--- src/rtl/rollback_fifo_if.sv ---
// Packet FIFO handshake bundle: writer/reader strobes, data and status.
// The FIFO connects through the slave modport; the packet engine uses master.
interface rollback_fifo_if #(
    parameter int unsigned DATA_WIDTH = 8,
    parameter int unsigned ADDR_BITS  = 4
);
    logic                  wr_en;
    logic [DATA_WIDTH-1:0] wr_data;
    logic                  wr_commit;
    logic                  wr_abort;
    logic                  rd_en;
    logic                  rd_commit;
    logic                  rd_retry;
    logic [DATA_WIDTH-1:0] rd_data;
    logic                  full;
    logic                  empty;
    logic [ADDR_BITS:0]    wr_count;
    logic [ADDR_BITS:0]    rd_avail;
    logic                  wr_overflow;
    logic                  rd_underflow;

    modport master (
        output wr_en, wr_data, wr_commit, wr_abort, rd_en, rd_commit, rd_retry,
        input  rd_data, full, empty, wr_count, rd_avail, wr_overflow, rd_underflow
    );

    modport slave (
        input  wr_en, wr_data, wr_commit, wr_abort, rd_en, rd_commit, rd_retry,
        output rd_data, full, empty, wr_count, rd_avail, wr_overflow, rd_underflow
    );
endinterface

--- src/rtl/rollback_fifo.sv ---
// Register-array packet FIFO with commit/abort on the write side and
// release/retry on the read side, using (ADDR_BITS+1)-bit wrapping pointers.
module rollback_fifo #(
    parameter int unsigned DATA_WIDTH     = 8,
    parameter int unsigned ADDR_BITS      = 4,
    parameter bit          WR_ROLLBACK_EN = 1'b1,
    parameter bit          RD_ROLLBACK_EN = 1'b1
) (
    input  logic             clk,
    input  logic             rst,
    input  logic             clear,
    rollback_fifo_if.slave   bus
);
    localparam int unsigned Depth = 1 << ADDR_BITS;

    typedef logic [ADDR_BITS:0] ptr_t;

    logic [DATA_WIDTH-1:0] mem_q [Depth];

    ptr_t wr_ptr_q, wr_ptr_d;
    ptr_t wr_cmt_q, wr_cmt_d;
    ptr_t rd_ptr_q, rd_ptr_d;
    ptr_t rd_cmt_q, rd_cmt_d;
    logic wr_overflow_q, wr_overflow_d;
    logic rd_underflow_q, rd_underflow_d;

    logic full, empty;
    logic wr_abort_eff, wr_commit_eff, rd_retry_eff, rd_commit_eff;
    logic wr_accept, rd_accept;
    ptr_t wr_ptr_inc, rd_ptr_inc;

    assign full  = ptr_t'(wr_ptr_q - rd_cmt_q) == ptr_t'(Depth);
    assign empty = rd_ptr_q == wr_cmt_q;

    // With rollback disabled every accepted transfer is committed immediately.
    assign wr_abort_eff  = WR_ROLLBACK_EN && bus.wr_abort;
    assign wr_commit_eff = WR_ROLLBACK_EN ? bus.wr_commit : 1'b1;
    assign rd_retry_eff  = RD_ROLLBACK_EN && bus.rd_retry;
    assign rd_commit_eff = RD_ROLLBACK_EN ? bus.rd_commit : 1'b1;

    assign wr_accept  = bus.wr_en && !full && !wr_abort_eff;
    assign rd_accept  = bus.rd_en && !empty && !rd_retry_eff;
    assign wr_ptr_inc = wr_ptr_q + ptr_t'(wr_accept);
    assign rd_ptr_inc = rd_ptr_q + ptr_t'(rd_accept);

    always_comb begin
        wr_ptr_d       = wr_abort_eff ? wr_cmt_q : wr_ptr_inc;
        wr_cmt_d       = wr_cmt_q;
        rd_ptr_d       = rd_retry_eff ? rd_cmt_q : rd_ptr_inc;
        rd_cmt_d       = rd_cmt_q;
        wr_overflow_d  = bus.wr_en && full && !wr_abort_eff;
        rd_underflow_d = bus.rd_en && empty;
        if (!wr_abort_eff && wr_commit_eff) begin
            wr_cmt_d = wr_ptr_inc;
        end
        if (!rd_retry_eff && rd_commit_eff) begin
            rd_cmt_d = rd_ptr_inc;
        end
        if (rst || clear) begin
            wr_ptr_d       = '0;
            wr_cmt_d       = '0;
            rd_ptr_d       = '0;
            rd_cmt_d       = '0;
            wr_overflow_d  = 1'b0;
            rd_underflow_d = 1'b0;
        end
    end

    always_ff @(posedge clk) begin
        wr_ptr_q       <= wr_ptr_d;
        wr_cmt_q       <= wr_cmt_d;
        rd_ptr_q       <= rd_ptr_d;
        rd_cmt_q       <= rd_cmt_d;
        wr_overflow_q  <= wr_overflow_d;
        rd_underflow_q <= rd_underflow_d;
    end

    // Array contents are don't-care after reset, so storage is not reset.
    always_ff @(posedge clk) begin
        if (wr_accept) begin
            mem_q[wr_ptr_q[ADDR_BITS-1:0]] <= bus.wr_data;
        end
    end

    assign bus.rd_data      = mem_q[rd_ptr_q[ADDR_BITS-1:0]];
    assign bus.full         = full;
    assign bus.empty        = empty;
    assign bus.wr_count     = wr_ptr_q - rd_cmt_q;
    assign bus.rd_avail     = wr_cmt_q - rd_ptr_q;
    assign bus.wr_overflow  = wr_overflow_q;
    assign bus.rd_underflow = rd_underflow_q;
endmodule

--- src/flat_wrapper.sv ---
// flat-port wrapper written by rule: the top's interface ports become plain ports
module rollback_fifo_flat 
#(
    parameter int unsigned DATA_WIDTH     = 8,
    parameter int unsigned ADDR_BITS      = 4,
    parameter bit          WR_ROLLBACK_EN = 1'b1,
    parameter bit          RD_ROLLBACK_EN = 1'b1
)
  (clk, rst, clear, bus_wr_en, bus_wr_data, bus_wr_commit, bus_wr_abort, bus_rd_en, bus_rd_commit, bus_rd_retry, bus_rd_data, bus_full, bus_empty, bus_wr_count, bus_rd_avail, bus_wr_overflow, bus_rd_underflow);
  rollback_fifo_if #(.DATA_WIDTH(DATA_WIDTH), .ADDR_BITS(ADDR_BITS)) bus_i ();
  input  logic clk;
  input  logic rst;
  input  logic clear;
  input wire logic [$bits(bus_i.wr_en)-1:0] bus_wr_en;
  input wire logic [$bits(bus_i.wr_data)-1:0] bus_wr_data;
  input wire logic [$bits(bus_i.wr_commit)-1:0] bus_wr_commit;
  input wire logic [$bits(bus_i.wr_abort)-1:0] bus_wr_abort;
  input wire logic [$bits(bus_i.rd_en)-1:0] bus_rd_en;
  input wire logic [$bits(bus_i.rd_commit)-1:0] bus_rd_commit;
  input wire logic [$bits(bus_i.rd_retry)-1:0] bus_rd_retry;
  output wire logic [$bits(bus_i.rd_data)-1:0] bus_rd_data;
  output wire logic [$bits(bus_i.full)-1:0] bus_full;
  output wire logic [$bits(bus_i.empty)-1:0] bus_empty;
  output wire logic [$bits(bus_i.wr_count)-1:0] bus_wr_count;
  output wire logic [$bits(bus_i.rd_avail)-1:0] bus_rd_avail;
  output wire logic [$bits(bus_i.wr_overflow)-1:0] bus_wr_overflow;
  output wire logic [$bits(bus_i.rd_underflow)-1:0] bus_rd_underflow;
  assign bus_i.wr_en = bus_wr_en;
  assign bus_i.wr_data = bus_wr_data;
  assign bus_i.wr_commit = bus_wr_commit;
  assign bus_i.wr_abort = bus_wr_abort;
  assign bus_i.rd_en = bus_rd_en;
  assign bus_i.rd_commit = bus_rd_commit;
  assign bus_i.rd_retry = bus_rd_retry;
  assign bus_rd_data = bus_i.rd_data;
  assign bus_full = bus_i.full;
  assign bus_empty = bus_i.empty;
  assign bus_wr_count = bus_i.wr_count;
  assign bus_rd_avail = bus_i.rd_avail;
  assign bus_wr_overflow = bus_i.wr_overflow;
  assign bus_rd_underflow = bus_i.rd_underflow;
  rollback_fifo #(.DATA_WIDTH(DATA_WIDTH), .ADDR_BITS(ADDR_BITS), .WR_ROLLBACK_EN(WR_ROLLBACK_EN), .RD_ROLLBACK_EN(RD_ROLLBACK_EN)) u_core (.clk(clk), .rst(rst), .clear(clear), .bus(bus_i));
endmodule
--- config.mk ---
export PLATFORM = sky130hd
export DESIGN_NAME = rollback_fifo_flat
export DESIGN_NICKNAME = d
export VERILOG_FILES = /design/src/rtl/rollback_fifo_if.sv /design/src/rtl/rollback_fifo.sv /design/src/flat_wrapper.sv
export SDC_FILE = /design/constraint.sdc
export NUM_CORES = 1
export LEC_CHECK = 0
export ABC_AREA = 1
export BUFFER_PORTS_ARGS = -buffer_cell sky130_fd_sc_hd__buf_2
export CAP_MARGIN = 20
export CELL_PAD_IN_SITES_DETAIL_PLACEMENT = 0
export CELL_PAD_IN_SITES_GLOBAL_PLACEMENT = 2
export CORE_MARGIN = 3
export CORE_UTILIZATION = 43
export CTS_BUF_LIST = sky130_fd_sc_hd__clkbuf_16
export DETAILED_ROUTE_END_ITERATION = 10
export PLACE_DENSITY_LB_ADDON = 0.1
export SLEW_MARGIN = 20
export SYNTH_ARGS = -nofsm -noshare
export SYNTH_HDL_FRONTEND = slang
export SYNTH_SLANG_ARGS = --single-unit
--- constraint.sdc ---
create_clock -name clk -period 7.05 [get_ports clk]
set_input_delay 1.0575 -clock clk [delete_from_list [all_inputs] [get_ports clk]]
set_output_delay 1.0575 -clock clk [all_outputs]
set_load 0.03 [all_outputs]
* Yosys cells after proc, flatten, opt, wreduce, memory -nomap -nowiden
Memories as Yosys holds them, arrays and structs flattened. A register that Yosys moved wholly into a read port is not among the register bits.
Cells that the tools add are included.
** Storage, ports and cells
- Flip-flop bits (word level) :: 22
- Memory bits (writable) :: 128
- Input port bits :: 17
- Word-level logic and storage cells :: 32
- Memories :: 1
** Cells by class
- Add/sub/neg operators :: 4
- Eq/ne operators :: 2
- Multiplexer cells :: 5
- Reduce and logical (&&, ||, !) cells :: 14
** Memory list
- u_core.mem_q :: depth 16, bits a word 8, read ports 1, clocked after memory_dff 1, wr ports 1, line rollback_fifo.sv:18 : logic [DATA_WIDTH-1:0] mem_q [Depth];
** Operators by type and width (number)
- $add 5x1->5 :: 2
- $mux 5 :: 2
- $sub 5x5->5 :: 2
- $logic_and 1x1->1 :: 9
- $eq 5x5->1 :: 1
- $eq 5x5->1 const B :: 1
- $logic_not 1->1 :: 4
- $mux 4 :: 1
- $mux 1 :: 2
- $logic_or 1x1->1 :: 1

* Depth between registers and ports, before layout
- Word-level depth :: 7
- Gate-level depth with buffers :: 18
- Depth with buffers taken out :: 17

* Worst setup path after synthesis
No wires, ideal clock.
- Path type :: flip-flop to output port
- Start point :: register u_core.wr_ptr_q[0]
- End point :: output bus_full
- Arrival :: 1964 ps
- Required time :: 5992 ps
- Setup slack :: 4029 ps
- Stages on the path, launching flop included :: 9
- Cell sequence :: dfxtp_1 -> inv_1 -> ha_1 -> inv_1 -> fa_1 -> or2_1 -> nor2_1 -> nand3_2 -> inv_1
** Between the ends
- Longest elaborated chain between the ends :: 2
** Ends and longest elaborated chain
- start: declaration :: line rollback_fifo.sv:20 : ptr_t wr_ptr_q, wr_ptr_d;
- start signal: assignment :: line rollback_fifo.sv:70 : wr_ptr_q <= wr_ptr_d;
- $sub 5x5->5
- net bus_wr_count[1] :: line flat_wrapper.sv:24 : output wire logic [$bits(bus_i.wr_count)-1:0] bus_wr_count;
- $eq 5x5->1 :: line rollback_fifo.sv:32 : assign full = ptr_t'(wr_ptr_q - rd_cmt_q) == ptr_t'(Depth);
- end: declaration :: line flat_wrapper.sv:22 : output wire logic [$bits(bus_i.full)-1:0] bus_full;
The timed path passes the listed nets, and every way through them passes these cells.

* Worst setup path in the final report
- Start point :: register u_core.rd_ptr_q[2]
- End point :: output bus_rd_avail[4]
** Between the ends
- Longest elaborated chain between the ends :: 1
** Ends and longest elaborated chain
- start: declaration :: line rollback_fifo.sv:22 : ptr_t rd_ptr_q, rd_ptr_d;
- start signal: assignment :: line rollback_fifo.sv:72 : rd_ptr_q <= rd_ptr_d;
- $sub 5x5->5 :: line rollback_fifo.sv:89 : assign bus.rd_avail = wr_cmt_q - rd_ptr_q;
- end: declaration :: line flat_wrapper.sv:25 : output wire logic [$bits(bus_i.rd_avail)-1:0] bus_rd_avail;
Every way passes these cells.

==> results.md <==
- Outcome: finished clean
- Starting Density: approximately 44%
- Clock skew: about 0.0092 ns
- H-tree levels: 4
- Fin worst setup slack: 3.23 ns
- Fmax: ~0.26 GHz
- Placer Congestion: ~0.76
- Comb power frac: between 7 and 8%
- Hold_buf cts: 0
- Setup violators final: 0
- DR iter-0 viols: 311
- Vias in the first global route: roughly 4200
- WL final: 14400 um
- Switching Share: roughly a quarter
- Cell Area, Synth: 0.00654 mm^2
- Final slew viol count: 0
- Die width: approximately 130 um
- Post-route clock period utilization: between 50% and 60%
- I/O pin cnt: 39
- Pint: around 1.6 mW
- Final Hold Vio Count: 0
- Post-DR wirelength/cell: about 17 um
- Post-Syn Nets: 639
- CP Data Arrival Time: about 2.8 ns
- Largest net degree at the start of global routing: a little under 70
- Fillers: about 1300
- Max FO, Critical Path: 13
- Setup Crit Path Kind: register to output port
- Layout Cells excl Fill: about 840
- Post-Synthesis Cells: 608
- Setup WS pre-CTS: between 3 and 4 ns
- Power Dens Cells: 276 mW/mm^2
- CTS tree: built
- Post-route DRC: 0
- Multi-input logic area: between 0.0015 and 0.002 mm^2
- Die Ht: 129 um
- Post-route core utilization: 50.4%
- HP Class: register to register
- Layout area overhead: 13.4%
- DP HPWL: 9330 um
- Total gr overflow: 0
- Worst vdd ir: 144 uV
- Leakage power: roughly 2.8 nW
- Cell Rows: 44
- Total power: a little over 2 mW
- Post-synthesis sequential area ratio: between 60% and 70%
- Initial antenna violation count: 0
- Antenna-violating nets left: 0
- Switching pwr: about 480 uW
- Clk_lat worst skew: around 0.42 ns
- Crit end category: output port
- Worst R2R Setup Slack: ~3.9 ns
- Post-CTS Resized: 0
- Core area: between 0.01 and 0.015 mm^2
- Drt via density: ~5.2
- Distinct cells, synth: 27
- Yosys warns: 0
- Sequential share of power: between 40% and 50%
- CP Launch Type: register
- CTS buffer count: 17
- Layout cells sized above 1: between 10% and 20%
- Worst-path clk slew: around 0.060 ns
- Clock power share: 44.6%
- Final nets: 672
- Required time of the critical path: 5.99 ns
- CTS Buffer Depth: 2
- Mapped Avg Cell Area: between 10 and 15 um^2
- Max Cap Viol: 0
- Vias: approximately 4300
- Setup TNS: 0 ns
- Sink Count: 150
- Worst Tran Pin Value: about 0.86 ns
- Setup repair bufs after CTS: 0
- Yosys reg bits: 150
- ANT cells: 0
- Die area: 0.0167 mm^2
- Unrepaired setup endpoints after global routing: no
- Placed Cells: a little over 800
- Clock root cell: clkbuf_16
- DR pass1 iterations: 4
- Relative slew slack: 42.1%
- First-pass GRT wire length: 22700 um
- Gr usage total: between 10% and 20%
- Port-buffer cells: 38
- Final Critical Period: approximately 3.8 ns
- Register Area: roughly 0.0043 mm^2
-- sequential cells by signal (all words and copies together), names as in the netlist --
register / flops
u_core.bus.rd_underflow: 1
u_core.bus.wr_overflow: 1
u_core.mem_q: 128
u_core.rd_cmt_q: 5
u_core.rd_ptr_q: 5
u_core.wr_cmt_q: 5
u_core.wr_ptr_q: 5
-- metrics by stage --
stage	hold slack [ns]	instance area, um^2
2_1_floorplan	0.452	6540
3_3_place_gp	0.475	6810
3_5_place_dp	0.483	6810
4_1_cts	0.493	7410
5_1_grt	0.539	7410
6_report	0.495	7410
-- cell usage after synthesis --
library cell / instances / area share (%)
nor2_1: 130 / 7.5
edfxtp_1: 128 / 59
o21ai_0: 75 / 5.7
nand2_1: 70 / 4.0
inv_1: 50 / 2.9
dfxtp_1: 22 / 6.7
o21ai_1: 19 / 1.5
a21oi_1: 16 / 1.2
o211ai_1: 16 / 1.8
nand3_1: 14 / 1.1
ha_1: 12 / 2.3
buf_2: 9 / 0.69
buf_4: 8 / 0.92
xor2_1: 7 / 0.94
a211oi_1: 6 / 0.69
clkbuf_1: 5 / 0.29
buf_6: 4 / 0.69
xnor2_1: 4 / 0.54
a221oi_1: 2 / 0.27
clkinv_1: 2 / 0.11
fa_1: 2 / 0.61
nor3_1: 2 / 0.15
inv_2: 1 / 0.057
inv_4: 1 / 0.096
nand2_4: 1 / 0.17
nand3_2: 1 / 0.15
or2_1: 1 / 0.096
-- cells in the final DEF, fill, tap and decap left out, types with 2 or more instances in the layout --
cell,instances
a211oi_1,6
a21oi_1,16
a221oi_1,2
buf_2,38
buf_4,2
bufinv_16,3
clkbuf_16,17
clkinv_1,2
clkinv_2,2
clkinv_4,4
clkinvlp_4,5
dfxtp_1,20
dfxtp_2,2
edfxtp_1,128
fa_1,2
ha_1,12
inv_1,50
nand2_1,70
nand3_1,14
nor2_1,130
nor3_1,2
o211ai_1,16
o21ai_0,75
o21ai_1,19
xnor2_1,4
xor2_1,7
-- power groups by stage --
stage	clock network, mW	logic [mW]	registers [mW]
after floorplan	0	0.112	0.994
after global placement	0	0.159	0.996
after detailed placement	0	0.159	0.997
after CTS	0.926	0.160	0.978
after global routing	0.972	0.176	0.978
final	0.915	0.157	0.978
-- layout make-up --
class	count	share of cell area, %
Sequential cell	150	57.8
Multi-Input combinational cell	378	25.3
Clock buffer	17	5.74
Tap cell	184	3.11
Timing Repair Buffer	40	2.77
Inverter	54	2.77
Clock inverter	15	2.45
-- layer usage --
| metal | GRT usage [%] | part of all wire (%) |
|---|---|---|
| met2 | 30.1 | 50 |
| met5 | 0 | 0 |
| met3 | 4.00 | 3.9 |
| met4 | 6.49 | 1.3 |
| met1 | 23.6 | 45 |
-- path summary, 6_finish.rpt --
| kind | startpoint | endpoint | cells after the start |
|---|---|---|---|
| worst max-delay path | u_core.rd_ptr_q[2] | bus_rd_avail[4] | 7 |
| worst min-delay path | u_core.rd_cmt_q[2] | u_core.rd_cmt_q[2] | 2 |
| worst max register to register | u_core.rd_ptr_q[2] | u_core.rd_ptr_q[4] | 13 |
| worst min register to register | u_core.rd_cmt_q[2] | u_core.rd_cmt_q[2] | 2 |
-- critical path, stage by stage, from the launching register on --
cell      delay (ns)
dfxtp_1         0.67
clkinv_1        0.50
ha_1            0.49
nand2_1         0.08
nor2_1          0.04
a211oi_1        0.22
xnor2_1         0.14
buf_2           0.21
-- cell families (layout without fill, tap and decap cells) --
kind of cell | count (synthesis) | after routing | synth area share [%]
AO/OA/AOI/OAI | 134 | 134 | 11.2
XOR/XNOR | 11 | 11 | 1.47
flip-flops | 150 | 150 | 65.5
adder cells (fa/ha/maj) | 14 | 14 | 2.91
AND/OR/NAND/NOR | 219 | 219 | 13.1
buffers and inverters | 80 | 126 | 5.72
No activity file was read; power rests on OpenSTA's default activity.
